[config.mk]
export PLATFORM = sky130hd
export DESIGN_NAME = ex_operand_stage
export DESIGN_NICKNAME = d
export VERILOG_FILES = /design/src/rtl/ex_operand_stage.sv
export SDC_FILE = /design/constraint.sdc
export NUM_CORES = 1
export LEC_CHECK = 0
export ABC_AREA = 1
export CELL_PAD_IN_SITES_DETAIL_PLACEMENT = 0
export CELL_PAD_IN_SITES_GLOBAL_PLACEMENT = 1
export CORE_MARGIN = 2
export CORE_UTILIZATION = 31
export CTS_CLUSTER_DIAMETER = 120
export DETAILED_ROUTE_END_ITERATION = 12
export PLACE_DENSITY_LB_ADDON = 0.1
export SLEW_MARGIN = 20
export SYNTH_ARGS = -nofsm -noshare
export SYNTH_HDL_FRONTEND = slang
export SYNTH_SLANG_ARGS = --single-unit
[constraint.sdc]
create_clock -name clk -period 3.7 [get_ports clk]
set_input_delay 0.37 -clock clk [delete_from_list [all_inputs] [get_ports clk]]
set_output_delay 0.37 -clock clk [all_outputs]
set_load 0.1 [all_outputs]
[src/rtl/ex_operand_stage.sv]
`default_nettype none
// ex_operand_stage: ID/EX register, EX operand forwarding mux and load-use bubble insertion.
// Revision 1.0
module ex_operand_stage #(
  parameter int XLEN = 32,
  parameter int RA_W = 5
) (
  input  logic            clk,
  input  logic            rst,
  input  logic            id_valid,
  input  logic [XLEN-1:0] id_rs1_data,
  input  logic [XLEN-1:0] id_rs2_data,
  input  logic [RA_W-1:0] id_rs1,
  input  logic [RA_W-1:0] id_rs2,
  input  logic [RA_W-1:0] id_rd,
  input  logic [XLEN-1:0] id_imm,
  input  logic            id_alu_src,
  input  logic [2:0]      id_alu_ctrl,
  input  logic            id_reg_write,
  input  logic            id_mem_read,
  input  logic            id_mem_write,
  input  logic            id_branch,
  input  logic            id_bne,
  input  logic            flush,
  input  logic            mem_reg_write,
  input  logic [RA_W-1:0] mem_rd,
  input  logic [XLEN-1:0] mem_result,
  input  logic            wb_reg_write,
  input  logic [RA_W-1:0] wb_rd,
  input  logic [XLEN-1:0] wb_data,
  output logic            ex_valid,
  output logic [XLEN-1:0] ex_a,
  output logic [XLEN-1:0] ex_b,
  output logic [XLEN-1:0] ex_store_data,
  output logic [2:0]      ex_alu_ctrl,
  output logic [RA_W-1:0] ex_rd,
  output logic            ex_reg_write,
  output logic            ex_mem_read,
  output logic            ex_mem_write,
  output logic            ex_branch,
  output logic            ex_bne,
  output logic            load_use_stall
);

  logic            valid_q, valid_d;
  logic [XLEN-1:0] rs1_data_q, rs1_data_d;
  logic [XLEN-1:0] rs2_data_q, rs2_data_d;
  logic [RA_W-1:0] rs1_q, rs1_d;
  logic [RA_W-1:0] rs2_q, rs2_d;
  logic [RA_W-1:0] rd_q, rd_d;
  logic [XLEN-1:0] imm_q, imm_d;
  logic            alu_src_q, alu_src_d;
  logic [2:0]      alu_ctrl_q, alu_ctrl_d;
  logic [4:0]      ctl_q, ctl_d;  // {reg_write, mem_read, mem_write, branch, bne}

  logic            wt_rs1, wt_rs2;
  logic [XLEN-1:0] fwd_a, fwd_b;

  assign load_use_stall = valid_q & ctl_q[3] & (rd_q != '0) & id_valid &
                          ((rd_q == id_rs1) | (rd_q == id_rs2)) & ~flush;

  // Register file writes in the same cycle are not yet visible on id_rsN_data.
  assign wt_rs1 = wb_reg_write & (wb_rd != '0) & (wb_rd == id_rs1);
  assign wt_rs2 = wb_reg_write & (wb_rd != '0) & (wb_rd == id_rs2);

  always_comb begin
    valid_d    = id_valid;
    rs1_data_d = wt_rs1 ? wb_data : id_rs1_data;
    rs2_data_d = wt_rs2 ? wb_data : id_rs2_data;
    rs1_d      = id_rs1;
    rs2_d      = id_rs2;
    rd_d       = id_rd;
    imm_d      = id_imm;
    alu_src_d  = id_alu_src;
    alu_ctrl_d = id_alu_ctrl;
    ctl_d      = {id_reg_write, id_mem_read, id_mem_write, id_branch, id_bne} & {5{id_valid}};
    if (flush || load_use_stall) begin
      valid_d    = 1'b0;
      rs1_data_d = '0;
      rs2_data_d = '0;
      rs1_d      = '0;
      rs2_d      = '0;
      rd_d       = '0;
      imm_d      = '0;
      alu_src_d  = 1'b0;
      alu_ctrl_d = 3'b000;
      ctl_d      = 5'b00000;
    end
  end

  always_ff @(posedge clk) begin
    if (rst) begin
      valid_q    <= 1'b0;
      rs1_data_q <= '0;
      rs2_data_q <= '0;
      rs1_q      <= '0;
      rs2_q      <= '0;
      rd_q       <= '0;
      imm_q      <= '0;
      alu_src_q  <= 1'b0;
      alu_ctrl_q <= 3'b000;
      ctl_q      <= 5'b00000;
    end else begin
      valid_q    <= valid_d;
      rs1_data_q <= rs1_data_d;
      rs2_data_q <= rs2_data_d;
      rs1_q      <= rs1_d;
      rs2_q      <= rs2_d;
      rd_q       <= rd_d;
      imm_q      <= imm_d;
      alu_src_q  <= alu_src_d;
      alu_ctrl_q <= alu_ctrl_d;
      ctl_q      <= ctl_d;
    end
  end

  // EX/MEM is the younger result, so it takes priority over MEM/WB.
  always_comb begin
    fwd_a = rs1_data_q;
    if (mem_reg_write && (mem_rd != '0) && (mem_rd == rs1_q))
      fwd_a = mem_result;
    else if (wb_reg_write && (wb_rd != '0) && (wb_rd == rs1_q))
      fwd_a = wb_data;
    fwd_b = rs2_data_q;
    if (mem_reg_write && (mem_rd != '0) && (mem_rd == rs2_q))
      fwd_b = mem_result;
    else if (wb_reg_write && (wb_rd != '0) && (wb_rd == rs2_q))
      fwd_b = wb_data;
  end

  assign ex_valid      = valid_q;
  assign ex_a          = fwd_a;
  assign ex_b          = alu_src_q ? imm_q : fwd_b;
  assign ex_store_data = fwd_b;
  assign ex_alu_ctrl   = alu_ctrl_q;
  assign ex_rd         = rd_q;
  assign ex_reg_write  = ctl_q[4];
  assign ex_mem_read   = ctl_q[3];
  assign ex_mem_write  = ctl_q[2];
  assign ex_branch     = ctl_q[1];
  assign ex_bne        = ctl_q[0];

endmodule
`default_nettype wire

==> flow_summary.toml <==
[outcome]
outcome = "completed"

[global_routing]
grt_pass1_vias = 7593
grt_use_total_pct = 23.4
globalRoute.totalOverflow = 0
grt_pass1_wl_mm = 43.1
antenna_found_initial = 1
grt_max_degree = 59

[critical_path]
worstPathRequired_ps = 3330
path_class = "primary input to output pin"
crit_path_max_fanout = 32
arrival_ps = 2690
startpoint = "wb_rd[4]"
endpoint_kind = "output pin"
r2r-start = "ex_rd[1]"
worstSetupStartpointType = "primary input"

[sta]
clock.fmax_mhz = 327
min_period_ps = 3060
hold_viol = 0
fin_crit_sh_pct = 82.6
tns_ps = 0
final_max_slew_viol_count = 0
setup_violations = 0
worst_pin_slew_ps = 977
rsz0062_at_grt = "false"
slew-limit-headroom_pct = 34.7
fin_skew_ps = 13.9

[clocking]
clk_latency_ps = 420
clkSlewWorstSetupHoldPaths_ps = 70
cts.sinks = 121
cts.path.max_buffers = 2
cts_setup_buffers = 0
cts_made_buffers = 17
cts-root-buf = "clkbuf_16"
tritoncts = "done"
cts_resized = 0
cts_htree_levels = 4
postCtsHoldBufs = 0

[floorplan]
initial_core_util_pct = 31.7
num_rows = 54
ios = 311
die-height_um = 154
die_w_um = 154
coreArea_um2 = 22000
dieArea_um2 = 23700

[cells_and_area]
fin_area_um2 = 11800
utilization_pct = 53.6
fillers = 2130
drive_gt1_share_pct = 12.6
final_common_cell = "nand2_1"
fin_nets = 1528
final_cells = 1622
layout_common_cells = "nand2_1, clkdlybuf4s50_1, nand3_1, dfxtp_1, buf_12"
area_delta_synth_final_pct = 68.9

[drt]
vias_per_cell = 4.79
ant_nets = 0
drc = 0
wirelength_mm = 28.0
first_pass_iters = 5
wl_per_cell_um = 17.2
vias = 7769
drt_iter0_drc = 548

[yosys]
ys_ff_latch = 121
yosysSeqAreaShare_pct = 34.8
async_reset_ff_share_pct = 0
synth_edf_count = 0
synth_area_leaders = "dfxtp_1, nand2_1, nand3_1"
synth_area_um2 = 6970
yosysWarnings = 0
avgSynthCellArea_um2 = 6.62
synth.largest_area_cell = "dfxtp_1"
synth_top_cell_area_share_pct = 34.8
synthesis.nets = 1253
synth_cell_types = 26
syn_inst = 1053
synthFlopType = "dfxtp_1"

[run]
maxCapViolCount = 0

[power_and_ir_drop]
seqPwrFrac_pct = 30.0
p_int_mw = 2.94
switchingPower_mw = 1.65
swShare_pct = 36.0
total_power_mw = 4.59
pwr-share-comb_pct = 33.1
leakage_nw = 5.27
clkPwrFrac_pct = 36.9
cellPowerDensity_nw_per_um2 = 390
max-vdd-ir-drop_mv = 0.281

[placed_design]
post_dp_cell_area_um2 = 11200
portBuffers = 310
dp_hpwl_mm = 18.9
dp.cells = 1589
gp_congestion = 0.769

[min_path]
hold_class = "primary input to flop"
worst_hold_startpoint = "id_alu_src"
[power by group through the flow]
stage                     clock (mW)  sequential (mW)  combinational, mW
final                           1.70             1.38               1.52
after global routing            1.79             1.38               1.59
after CTS                       1.72             1.38               1.53
after detailed placement           0             1.40               1.52
after global placement             0             1.40               1.52
after floorplan                    0             1.44              0.812
[cell type report]
cell class	instances	area, µm²	share of cell area, %
inverter	92	345	2.93
timing repair buffer	330	4220	35.9
multi-input combinational	766	3840	32.6
antenna	1	2.50	0.0213
clock buffer	17	425	3.61
sequential	121	2420	20.6
clock inverter	15	165	1.40
tap	280	350	2.98
[worst max-delay path, stage by stage]
cell	delay, ps
clkdlybuf4s50_1	640
nor2_1	120
nand3_2	100
nand2_4	90
nor3_4	200
nand2_2	510
nand2_1	200
nand3_1	120
nand2_1	130
buf_12	180
[layer usage]
layer  GRT usage, %  wire (µm)
met5              0          0
met4           5.47        385
met3           5.69       1790
met2           39.1      13100
met1           30.4      12700
[cells by family after synthesis]
logic type	Yosys count	share of synthesized area, %
flops	121	34.8
buf+inv	166	11.0
xor+xnor	33	4.15
compound gates	68	4.88
simple gates	665	45.2
[flip-flops by register name, indices dropped and copies added, names as in the netlist]
register and flops:
ex_rd 5, ex_valid 1, rs1_q 5, rs1_data_q 32, rs2_q 5, ctl_q 5
alu_src_q 1, rs2_data_q 32, ex_alu_ctrl 3, imm_q 32
[synth_stat cells, types with 2 or more instances]
cell type and count:
and2_1 32, nor2_1 71, xnor2_1 13, inv_1 91, nand2_1 284, buf_6 12, nand2_2 4, clkbuf_1 16
dfxtp_1 121, buf_2 41, a21oi_1 67, buf_1 5, nor3_4 3, nand4_1 2, xor2_1 20, nand3_1 197
nand3b_1 65
[stage by stage]
stage | setup WS, ps | hold slack, ps
6_report | 644 | 457
5_1_grt | 386 | 458
4_1_cts | 623 | 445
3_5_place_dp | 628 | 894
3_3_place_gp | 637 | 896
2_1_floorplan | 617 | 482
[worst paths after layout]
check	end	slack [ps]	depth (start not counted)
min	alu_src_q	460	3
max reg2reg	rs1_data_q[5]	1720	8
max	ex_a[11]	640	10
min reg2reg	ctl_q[3]	990	5
(Power assumes the default switching activity.)
